--- config.mk ---
export PLATFORM = sky130hd
export DESIGN_NAME = i2c_cmd_arbiter_flat
export DESIGN_NICKNAME = d
export VERILOG_FILES = /design/src/rtl/i2c_cmd_arbiter_if.sv /design/src/rtl/i2c_cmd_arbiter.sv /design/src/flat_wrapper.sv
export SDC_FILE = /design/constraint.sdc
export NUM_CORES = 1
export LEC_CHECK = 0
export CAP_MARGIN = 5
export CORE_AREA = 2 2 72 57
export DETAILED_ROUTE_END_ITERATION = 16
export DIE_AREA = 0 0 74 59
export PLACE_DENSITY = 0.73
export RECOVER_POWER = 50
export SLEW_MARGIN = 20
export SYNTH_ARGS = -nofsm -noshare
export SYNTH_HDL_FRONTEND = slang
export SYNTH_SLANG_ARGS = --single-unit
--- constraint.sdc ---
create_clock -name clk -period 1.7 [get_ports clk]
set_input_delay 0.255 -clock clk [delete_from_list [all_inputs] [get_ports clk]]
set_output_delay 0.255 -clock clk [all_outputs]
set_load 0.05 [all_outputs]
--- src/rtl/i2c_cmd_arbiter_if.sv ---
`default_nettype none
// ============================================================================
// Module   : i2c_cmd_arbiter_if
// Purpose  : Bundles the requester-side and i2c_master-side command/data
//            channels of i2c_cmd_arbiter.
// Modports : slave  - arbiter view (serves the requesters, drives m_*)
//            master - environment view (requesters plus the i2c_master)
// Ports    : req_*  per-requester command/data channels, bit/slice i = req i
//            m_*    single command/data channel to the i2c_master
// Revision : 1.0 - initial release
// ============================================================================
interface i2c_cmd_arbiter_if #(
   parameter int NUM_REQ    = 2,
   parameter int ADDR_WIDTH = 7
);
   // Requester side
   logic [NUM_REQ*ADDR_WIDTH-1:0] req_cmd_address;
   logic [NUM_REQ-1:0]            req_cmd_start;
   logic [NUM_REQ-1:0]            req_cmd_read;
   logic [NUM_REQ-1:0]            req_cmd_write;
   logic [NUM_REQ-1:0]            req_cmd_write_multiple;
   logic [NUM_REQ-1:0]            req_cmd_stop;
   logic [NUM_REQ-1:0]            req_cmd_valid;
   logic [NUM_REQ-1:0]            req_cmd_ready;
   logic [NUM_REQ*8-1:0]          req_data_in;
   logic [NUM_REQ-1:0]            req_data_in_valid;
   logic [NUM_REQ-1:0]            req_data_in_last;
   logic [NUM_REQ-1:0]            req_data_in_ready;
   logic [7:0]                    req_data_out;
   logic [NUM_REQ-1:0]            req_data_out_valid;
   logic [NUM_REQ-1:0]            req_missed_ack;
   logic [NUM_REQ-1:0]            req_grant;

   // i2c_master side
   logic [ADDR_WIDTH-1:0]         m_cmd_address;
   logic                          m_cmd_start;
   logic                          m_cmd_read;
   logic                          m_cmd_write;
   logic                          m_cmd_write_multiple;
   logic                          m_cmd_stop;
   logic                          m_cmd_valid;
   logic                          m_cmd_ready;
   logic [7:0]                    m_data_in;
   logic                          m_data_in_valid;
   logic                          m_data_in_last;
   logic                          m_data_in_ready;
   logic [7:0]                    m_data_out;
   logic                          m_data_out_valid;
   logic                          m_missed_ack;
   logic                          m_busy;

   modport slave (
      input  req_cmd_address, req_cmd_start, req_cmd_read, req_cmd_write,
             req_cmd_write_multiple, req_cmd_stop, req_cmd_valid,
             req_data_in, req_data_in_valid, req_data_in_last,
             m_cmd_ready, m_data_in_ready, m_data_out, m_data_out_valid,
             m_missed_ack, m_busy,
      output req_cmd_ready, req_data_in_ready, req_data_out,
             req_data_out_valid, req_missed_ack, req_grant,
             m_cmd_address, m_cmd_start, m_cmd_read, m_cmd_write,
             m_cmd_write_multiple, m_cmd_stop, m_cmd_valid,
             m_data_in, m_data_in_valid, m_data_in_last
   );

   modport master (
      output req_cmd_address, req_cmd_start, req_cmd_read, req_cmd_write,
             req_cmd_write_multiple, req_cmd_stop, req_cmd_valid,
             req_data_in, req_data_in_valid, req_data_in_last,
             m_cmd_ready, m_data_in_ready, m_data_out, m_data_out_valid,
             m_missed_ack, m_busy,
      input  req_cmd_ready, req_data_in_ready, req_data_out,
             req_data_out_valid, req_missed_ack, req_grant,
             m_cmd_address, m_cmd_start, m_cmd_read, m_cmd_write,
             m_cmd_write_multiple, m_cmd_stop, m_cmd_valid,
             m_data_in, m_data_in_valid, m_data_in_last
   );
endinterface
`default_nettype wire

--- src/rtl/i2c_cmd_arbiter.sv ---
`default_nettype none
// ============================================================================
// Module   : i2c_cmd_arbiter
// Purpose  : Round-robin arbiter sharing one i2c_master between NUM_REQ
//            requesters. Ownership spans a whole I2C transaction (first
//            command through the command carrying stop), so transfers from
//            different requesters never interleave on the bus.
// Ports    : clk   - clock
//            reset - synchronous, active-high reset
//            bus   - i2c_cmd_arbiter_if.slave (requester and master channels);
//                    the interface parameters must match this module's
// Revision : 1.0 - initial release
// ============================================================================
module i2c_cmd_arbiter #(
   parameter int NUM_REQ    = 2,
   parameter int ADDR_WIDTH = 7
) (
   input  wire logic         clk,
   input  wire logic         reset,
   i2c_cmd_arbiter_if.slave  bus
);
   localparam int IDX_W = (NUM_REQ > 1) ? $clog2(NUM_REQ) : 1;

   typedef enum logic [1:0] {
      IDLE    = 2'd0,
      GRANTED = 2'd1,
      DRAIN   = 2'd2
   } state_t;

   state_t             state, state_nxt;
   logic [IDX_W-1:0]   owner;
   logic [IDX_W-1:0]   rr_ptr;
   logic [IDX_W-1:0]   pick;
   logic [IDX_W-1:0]   next_ptr;
   logic [IDX_W:0]     cand;
   logic               found;
   logic [NUM_REQ-1:0] grant;

   // Round-robin scan starting at rr_ptr; the extra cand bit holds the
   // unwrapped sum so the modulo works for non-power-of-two NUM_REQ.
   always_comb begin
      found = 1'b0;
      pick  = '0;
      cand  = '0;
      for (int k = 0; k < NUM_REQ; k++) begin
         cand = {1'b0, rr_ptr} + (IDX_W+1)'(k);
         if (cand >= (IDX_W+1)'(NUM_REQ))
            cand = cand - (IDX_W+1)'(NUM_REQ);
         if (!found && bus.req_cmd_valid[cand[IDX_W-1:0]]) begin
            found = 1'b1;
            pick  = cand[IDX_W-1:0];
         end
      end
   end

   assign next_ptr = (owner == IDX_W'(NUM_REQ - 1)) ? '0 : owner + 1'b1;

   always_ff @(posedge clk) begin
      if (reset) state <= IDLE;
      else       state <= state_nxt;
   end

   always_comb begin
      state_nxt                = state;
      bus.m_cmd_address        = '0;
      bus.m_cmd_start          = 1'b0;
      bus.m_cmd_read           = 1'b0;
      bus.m_cmd_write          = 1'b0;
      bus.m_cmd_write_multiple = 1'b0;
      bus.m_cmd_stop           = 1'b0;
      bus.m_cmd_valid          = 1'b0;
      bus.m_data_in            = '0;
      bus.m_data_in_valid      = 1'b0;
      bus.m_data_in_last       = 1'b0;
      bus.req_cmd_ready        = '0;
      bus.req_data_in_ready    = '0;
      bus.req_data_out_valid   = '0;
      bus.req_missed_ack       = '0;
      bus.req_data_out         = bus.m_data_out;

      case (state)
         IDLE: begin
            if (found) state_nxt = GRANTED;
         end
         GRANTED: begin
            bus.m_cmd_address        = bus.req_cmd_address[owner*ADDR_WIDTH +: ADDR_WIDTH];
            bus.m_cmd_start          = bus.req_cmd_start[owner];
            bus.m_cmd_read           = bus.req_cmd_read[owner];
            bus.m_cmd_write          = bus.req_cmd_write[owner];
            bus.m_cmd_write_multiple = bus.req_cmd_write_multiple[owner];
            bus.m_cmd_stop           = bus.req_cmd_stop[owner];
            bus.m_cmd_valid          = bus.req_cmd_valid[owner];
            bus.req_cmd_ready[owner] = bus.m_cmd_ready;
            if (bus.req_cmd_valid[owner] && bus.m_cmd_ready && bus.req_cmd_stop[owner])
               state_nxt = DRAIN;
         end
         DRAIN: begin
            if (!bus.m_busy) state_nxt = IDLE;
         end
         default: state_nxt = IDLE;
      endcase

      // Write data keeps flowing in DRAIN: a write_multiple command carrying
      // stop still pulls its bytes after the command itself is accepted.
      if (state == GRANTED || state == DRAIN) begin
         bus.m_data_in                = bus.req_data_in[owner*8 +: 8];
         bus.m_data_in_valid          = bus.req_data_in_valid[owner];
         bus.m_data_in_last           = bus.req_data_in_last[owner];
         bus.req_data_in_ready[owner] = bus.m_data_in_ready;
         bus.req_data_out_valid[owner] = bus.m_data_out_valid;
         bus.req_missed_ack[owner]     = bus.m_missed_ack;
      end
   end

   always_ff @(posedge clk) begin
      if (reset) begin
         owner  <= '0;
         rr_ptr <= '0;
         grant  <= '0;
      end else if (state == IDLE && found) begin
         owner <= pick;
         grant <= NUM_REQ'(1) << pick;
      end else if (state == DRAIN && !bus.m_busy) begin
         rr_ptr <= next_ptr;
         grant  <= '0;
      end
   end

   assign bus.req_grant = grant;
endmodule
`default_nettype wire

--- src/flat_wrapper.sv ---
// flat-port wrapper written by rule: the top's interface ports become plain ports
module i2c_cmd_arbiter_flat 
#(
   parameter int NUM_REQ    = 2,
   parameter int ADDR_WIDTH = 7
)
  (clk, reset, bus_req_cmd_address, bus_req_cmd_start, bus_req_cmd_read, bus_req_cmd_write, bus_req_cmd_write_multiple, bus_req_cmd_stop, bus_req_cmd_valid, bus_req_data_in, bus_req_data_in_valid, bus_req_data_in_last, bus_m_cmd_ready, bus_m_data_in_ready, bus_m_data_out, bus_m_data_out_valid, bus_m_missed_ack, bus_m_busy, bus_req_cmd_ready, bus_req_data_in_ready, bus_req_data_out, bus_req_data_out_valid, bus_req_missed_ack, bus_req_grant, bus_m_cmd_address, bus_m_cmd_start, bus_m_cmd_read, bus_m_cmd_write, bus_m_cmd_write_multiple, bus_m_cmd_stop, bus_m_cmd_valid, bus_m_data_in, bus_m_data_in_valid, bus_m_data_in_last);
  i2c_cmd_arbiter_if #(.NUM_REQ(NUM_REQ), .ADDR_WIDTH(ADDR_WIDTH)) bus_i ();
  input  wire logic clk;
  input  wire logic reset;
  input wire logic [$bits(bus_i.req_cmd_address)-1:0] bus_req_cmd_address;
  input wire logic [$bits(bus_i.req_cmd_start)-1:0] bus_req_cmd_start;
  input wire logic [$bits(bus_i.req_cmd_read)-1:0] bus_req_cmd_read;
  input wire logic [$bits(bus_i.req_cmd_write)-1:0] bus_req_cmd_write;
  input wire logic [$bits(bus_i.req_cmd_write_multiple)-1:0] bus_req_cmd_write_multiple;
  input wire logic [$bits(bus_i.req_cmd_stop)-1:0] bus_req_cmd_stop;
  input wire logic [$bits(bus_i.req_cmd_valid)-1:0] bus_req_cmd_valid;
  input wire logic [$bits(bus_i.req_data_in)-1:0] bus_req_data_in;
  input wire logic [$bits(bus_i.req_data_in_valid)-1:0] bus_req_data_in_valid;
  input wire logic [$bits(bus_i.req_data_in_last)-1:0] bus_req_data_in_last;
  input wire logic [$bits(bus_i.m_cmd_ready)-1:0] bus_m_cmd_ready;
  input wire logic [$bits(bus_i.m_data_in_ready)-1:0] bus_m_data_in_ready;
  input wire logic [$bits(bus_i.m_data_out)-1:0] bus_m_data_out;
  input wire logic [$bits(bus_i.m_data_out_valid)-1:0] bus_m_data_out_valid;
  input wire logic [$bits(bus_i.m_missed_ack)-1:0] bus_m_missed_ack;
  input wire logic [$bits(bus_i.m_busy)-1:0] bus_m_busy;
  output wire logic [$bits(bus_i.req_cmd_ready)-1:0] bus_req_cmd_ready;
  output wire logic [$bits(bus_i.req_data_in_ready)-1:0] bus_req_data_in_ready;
  output wire logic [$bits(bus_i.req_data_out)-1:0] bus_req_data_out;
  output wire logic [$bits(bus_i.req_data_out_valid)-1:0] bus_req_data_out_valid;
  output wire logic [$bits(bus_i.req_missed_ack)-1:0] bus_req_missed_ack;
  output wire logic [$bits(bus_i.req_grant)-1:0] bus_req_grant;
  output wire logic [$bits(bus_i.m_cmd_address)-1:0] bus_m_cmd_address;
  output wire logic [$bits(bus_i.m_cmd_start)-1:0] bus_m_cmd_start;
  output wire logic [$bits(bus_i.m_cmd_read)-1:0] bus_m_cmd_read;
  output wire logic [$bits(bus_i.m_cmd_write)-1:0] bus_m_cmd_write;
  output wire logic [$bits(bus_i.m_cmd_write_multiple)-1:0] bus_m_cmd_write_multiple;
  output wire logic [$bits(bus_i.m_cmd_stop)-1:0] bus_m_cmd_stop;
  output wire logic [$bits(bus_i.m_cmd_valid)-1:0] bus_m_cmd_valid;
  output wire logic [$bits(bus_i.m_data_in)-1:0] bus_m_data_in;
  output wire logic [$bits(bus_i.m_data_in_valid)-1:0] bus_m_data_in_valid;
  output wire logic [$bits(bus_i.m_data_in_last)-1:0] bus_m_data_in_last;
  assign bus_i.req_cmd_address = bus_req_cmd_address;
  assign bus_i.req_cmd_start = bus_req_cmd_start;
  assign bus_i.req_cmd_read = bus_req_cmd_read;
  assign bus_i.req_cmd_write = bus_req_cmd_write;
  assign bus_i.req_cmd_write_multiple = bus_req_cmd_write_multiple;
  assign bus_i.req_cmd_stop = bus_req_cmd_stop;
  assign bus_i.req_cmd_valid = bus_req_cmd_valid;
  assign bus_i.req_data_in = bus_req_data_in;
  assign bus_i.req_data_in_valid = bus_req_data_in_valid;
  assign bus_i.req_data_in_last = bus_req_data_in_last;
  assign bus_i.m_cmd_ready = bus_m_cmd_ready;
  assign bus_i.m_data_in_ready = bus_m_data_in_ready;
  assign bus_i.m_data_out = bus_m_data_out;
  assign bus_i.m_data_out_valid = bus_m_data_out_valid;
  assign bus_i.m_missed_ack = bus_m_missed_ack;
  assign bus_i.m_busy = bus_m_busy;
  assign bus_req_cmd_ready = bus_i.req_cmd_ready;
  assign bus_req_data_in_ready = bus_i.req_data_in_ready;
  assign bus_req_data_out = bus_i.req_data_out;
  assign bus_req_data_out_valid = bus_i.req_data_out_valid;
  assign bus_req_missed_ack = bus_i.req_missed_ack;
  assign bus_req_grant = bus_i.req_grant;
  assign bus_m_cmd_address = bus_i.m_cmd_address;
  assign bus_m_cmd_start = bus_i.m_cmd_start;
  assign bus_m_cmd_read = bus_i.m_cmd_read;
  assign bus_m_cmd_write = bus_i.m_cmd_write;
  assign bus_m_cmd_write_multiple = bus_i.m_cmd_write_multiple;
  assign bus_m_cmd_stop = bus_i.m_cmd_stop;
  assign bus_m_cmd_valid = bus_i.m_cmd_valid;
  assign bus_m_data_in = bus_i.m_data_in;
  assign bus_m_data_in_valid = bus_i.m_data_in_valid;
  assign bus_m_data_in_last = bus_i.m_data_in_last;
  i2c_cmd_arbiter #(.NUM_REQ(NUM_REQ), .ADDR_WIDTH(ADDR_WIDTH)) u_core (.clk(clk), .reset(reset), .bus(bus_i));
endmodule
Yosys cells after proc, flatten, opt, wreduce, memory -nomap -nowiden
Index checks and enable logic that the tools add are counted.

storage, ports and cells
  flip-flop bits (word level) = 6
  latch bits = 0
  bits in writable memories = 0
  ROM bits = 0
  input bits = 61
  output and inout port bits = 41
  memories kept = 0

cells by class
  add/sub/neg operators = 4
  multiply operators = 1
  div/mod/pow operators = 0
  magnitude comparators = 6
  equality and inequality tests = 5
  shift operators = 3
  multiplexer cells = 49
  bitwise gates (word level) = 5
  reductions and logical operators = 13

operator list
  cell                 number
  $mux 1               36
  $mux 2               9
  $shiftx 16x5->8      1
  $shiftx 14x5->7      1
  $and 2x2->2          4
  $mux 8               1
  $mux 7               1
  $logic_and 1x1->1    6
  $lt 1x2->1 const B   3
  $pmux 2 s3           1
  $mul 1x3->4 const B  1
  $ne 2x1->1 const B   2
  $reduce_and 3->1     1
  $add 1x1->2 const B  1
  $eq 2x1->1 const B   1
  $eq 2x2->1 const B   1
  $ge 1x2->1 const B   1
  $ge 2x2->1 const B   1
  $logic_not 1->1      2
  $logic_not 2->1      1
  $ne 2x2->1 const B   1
  $reduce_and 2->1     1
  $reduce_bool 2->1    1
  $shl 1x1->2 const A  1
  other kinds (6)      7

Depth between registers and ports, before layout
  depth in word-level cells = 11
  mapped depth = 5

Least setup slack after synthesis
OpenSTA, ideal clock, no wires.

  path type = register to output
  from = register u_core.state[0]
  to = output port bus_m_data_in[0]
  arrival = 1.637 ns
  slack = -0.192 ns
  stages on the path, launching flop included = 5
  cells stage by stage = dfxtp_1 -> inv_1 -> ha_1 -> clkbuf_1 -> nor2b_1

between the ends
  longest elaborated chain between the ends = 3

ends and longest elaborated chain
  what                                             line                    RTL
  from (decl)                                      i2c_cmd_arbiter.sv:30   state_t state, state_nxt;
  from (signal assigned)                           i2c_cmd_arbiter.sv:60   else state <= state_nxt;
  $eq 2x1->1 / $eq 2x2->1 (equally long branches)  i2c_cmd_arbiter.sv:105  if (state == GRANTED || state == DRAIN) begin
  $logic_or 1x1->1 *                               i2c_cmd_arbiter.sv:105
  $mux 8 *                                         i2c_cmd_arbiter.sv:105
  to (decl)                                        flat_wrapper.sv:40      output wire logic [$bits(bus_i.m_data_in)-1:0] bus_m_data_in;

Every way passes the cells marked *; elsewhere a longest branch is shown, timed or not.

Worst setup path after layout
  from = register u_core.state[0]
  to = output port bus_req_data_out_valid[1]

between the ends
  longest elaborated chain between the ends = 3

ends and longest elaborated chain
  what                                             line                    RTL
  $eq 2x1->1 / $eq 2x2->1 (equally long branches)  i2c_cmd_arbiter.sv:105
  $logic_or 1x1->1 *                               i2c_cmd_arbiter.sv:105
  $mux 2 *                                         i2c_cmd_arbiter.sv:105
  to (decl)                                        flat_wrapper.sv:30      output wire logic [$bits(bus_i.req_data_out_valid)-1:0] bus_req_data_out_valid;

Marks and branches as above.

==> flow_metrics.env <==
export IMPL_rows=19
export IMPL_syn_area_sq_um=873
export IMPL_tritoncts="yes"
export IMPL_crit_type="reg2out"
export IMPL_ys_flop_type="dfxtp_1"
export IMPL_drive_above_1_share=0.386
export IMPL_finalSetupViolCount=0
export IMPL_vias_per_cell=4.44
export IMPL_synth_edf_count=0
export IMPL_drt_wl_total_microns=2890
export IMPL_hold_path_startpoint="u_core.bus.req_grant[0]"
export IMPL_p_leak_nw=0.804
export IMPL_fmax_mhz=601
export IMPL_grt_max_degree=34
export IMPL_ys_ff_latch=6
export IMPL_yosysMostFrequentCell="nor2b_1"
export IMPL_crit_path_start="u_core.state[0]"
export IMPL_grt_first_pass_wirelength_microns=4550
export IMPL_dr_pass1_iters=4
export IMPL_gr_usage_all_layers=0.130
export IMPL_hold_class="reg2reg"
export IMPL_drc=0
export IMPL_io_pins=102
export IMPL_fillCellCount=284
export IMPL_dpl_hpwl_microns=2390
export IMPL_yosysSeqAreaShare=0.138
export IMPL_skew_ns=0.00332
export IMPL_vdd_drop_max_v=0.000768
export IMPL_post_route_period_util=0.979
export IMPL_grt_pass1_vias=998
export IMPL_min_to="u_core.bus.req_grant[0]"
export IMPL_power_density_mw_per_mm2=1170
export IMPL_synthTopCellsByCount="nor2b_1 (25), mux2i_1 (24), buf_4 (8), dfxtp_1 (6)"
export IMPL_maxCapViolCount=0
export IMPL_drv_slew=0
export IMPL_synth_top_area_cell="mux2i_1"
export IMPL_n_antenna_cell=0
export IMPL_die_w_microns=74
export IMPL_cp_end_kind="output port"
export IMPL_cts_made_buffers=3
export IMPL_synth_top_area_frac=0.275
export IMPL_whs_path_depth=2
export IMPL_multiInputGateArea_sq_um=757
export IMPL_r2r_end="u_core.state[1]"
export IMPL_postCtsHoldBufs=0
export IMPL_antenna_left=0
export IMPL_cts_num_sinks=6
export IMPL_rsz0062_at_grt="true"
export IMPL_outcome="finished clean"
export IMPL_insertion_delay_ns=0.22
export IMPL_critPathMaxFanout=13
export IMPL_ff2ff_path_depth=5
export IMPL_clockRootBuffer="clkbuf_8"
export IMPL_clk_pin_slew_ns=0.04
export IMPL_drt_iter0_markers=28
export IMPL_slew_headroom=0.610
export IMPL_vias=1049
export IMPL_final_nets=250
export IMPL_synth_area_leaders="mux2i_1 (28%), nor2b_1 (18%), dfxtp_1 (14%), buf_4 (6.9%), ha_1 (4.3%)"
export IMPL_layout_area_seq_sq_um=121
export IMPL_worst_hold_slack_ns=0.466
export IMPL_power_w=0.00250
export IMPL_ys_async_sr_fraction=0
export IMPL_synth_cells=108
export IMPL_die_area_sq_mm=0.00437
export IMPL_hold_viol=0
export IMPL_routabilityCongestion=0.836
export IMPL_arrival_ns=1.41
export IMPL_clockBufferDepth=2
export IMPL_coreArea_sq_mm=0.00359
export IMPL_postCtsSetupBuffers=0
export IMPL_syn_area_per_cell_sq_um=8.09
export IMPL_r2r_start="u_core.state[0]"
export IMPL_reg2reg_setup_slack_ns=0.32
export IMPL_area_growth_pct=145
export IMPL_tightest_slew_ns=0.588
export IMPL_start_util=0.243
export IMPL_grt_overflow_total=0
export IMPL_wl_per_cell_microns=12.2
export IMPL_worstSetupStartpointType="flip-flop"
export IMPL_crit_required_ns=1.44
export IMPL_die_height_microns=59
export IMPL_synth_warnings=0
export IMPL_syn_nets=172
export IMPL_antenna_found_initial=0
export IMPL_io_buffers=85
export IMPL_htreeDepth=1
export IMPL_period_minus_slack_ns=1.66
export IMPL_yosysUniqueCellTypes=25
flip-flops by register name, summed over array words and instances (netlist names):
name / flops
u_core.owner: 1
u_core.rr_ptr: 1
u_core.state: 2
u_core.bus.req_grant: 2
cells in the final DEF (no fill, tap or decap):
cell and n:
inv_2 2, ha_4 2, nand2_1 3, buf_6 2, inv_1 2, and2_4 1
nor2b_4 3, nand3_1 2, nor2b_1 1, mux2i_1 24, buf_12 28, and3_4 2
nand2b_1 3, dfxtp_2 1, nor3b_1 1, o21ai_0 1, nand4b_2 1, a21oi_1 4
a211o_1 2, clkdlybuf4s50_1 52, nor2b_2 21, and3_1 2, buf_4 2, ha_1 1
nor3_1 1, buf_8 1, a311oi_1 2, nor2_2 1, o211ai_1 1, dfxtp_1 5
and2_1 3, a211oi_2 1, nand4_1 1, clkbuf_8 3, clkbuf_1 2
area by class of cell:
class	instances	share of cell area
multi-input combinational	84	0.354
tap	52	0.0304
inverter	4	0.00701
clock buffer	3	0.0193
sequential	6	0.0567
timing repair buffer	87	0.533
through the flow:
step	worst slack [ns]	std cells	setup TNS (ns)	util	area (sq um)
2_1_floorplan	0.0564	108	0	-	933
3_3_place_gp	0.116	233	0	0.570	2040
3_5_place_dp	0.0387	233	0	0.570	2040
4_1_cts	-0.0124	236	-0.0316	0.587	2110
5_1_grt	-0.0119	236	-0.0525	0.596	2140
6_report	0.0355	236	0	0.596	2140
repair_timing:
item                                   4_1_cts  5_1_grt
gates resized for setup                      5       12
endpoints found under the hold margin        0        0
setup endpoints to repair                   31       31
power breakdown:
group | switching, W | internal (W)
clock | 0.0000597 | 0.000152
combinational | 0.00106 | 0.00103
sequential | 0.0000232 | 0.000167
total | 0.00115 | 0.00135
routing by layer:
layer  part of all wire  global-route usage  vias up
met5                  0                   0        -
met4             0.0066              0.0130        0
met3               0.11              0.0442        4
met2               0.51               0.239       61
met1               0.38               0.152      467
li1                   -                   -      517
how the worst max path moves through the flow:
stage / slack [ns] / to / cells past startpoint
2_1_floorplan: 0.06 / bus_m_data_in[0] / 4
3_3_place_gp: 0.12 / bus_m_cmd_valid / 4
3_5_place_dp: 0.04 / u_core.state[1] / 4
4_1_cts: -0.01 / bus_req_cmd_ready[0] / 5
5_1_grt: -0.01 / bus_m_data_in[1] / 5
6_report: 0.04 / bus_req_data_out_valid[1] / 5
cell families after synthesis:
kind of cell / count (synthesis) / share of synthesized area
AOI/OAI and AO/OA: 11 / 0.0917
adders and majority gates: 3 / 0.0430
buffers and inverters: 18 / 0.117
DFF: 6 / 0.138
muxes: 24 / 0.275
and+or+nand+nor: 46 / 0.335
critical path, cell delays in order (launching register included):
cell     delay, ns
dfxtp_2       0.37
inv_2         0.07
ha_4          0.26
buf_6         0.13
and3_1        0.21
buf_12        0.15
(Power assumes the default switching activity.)
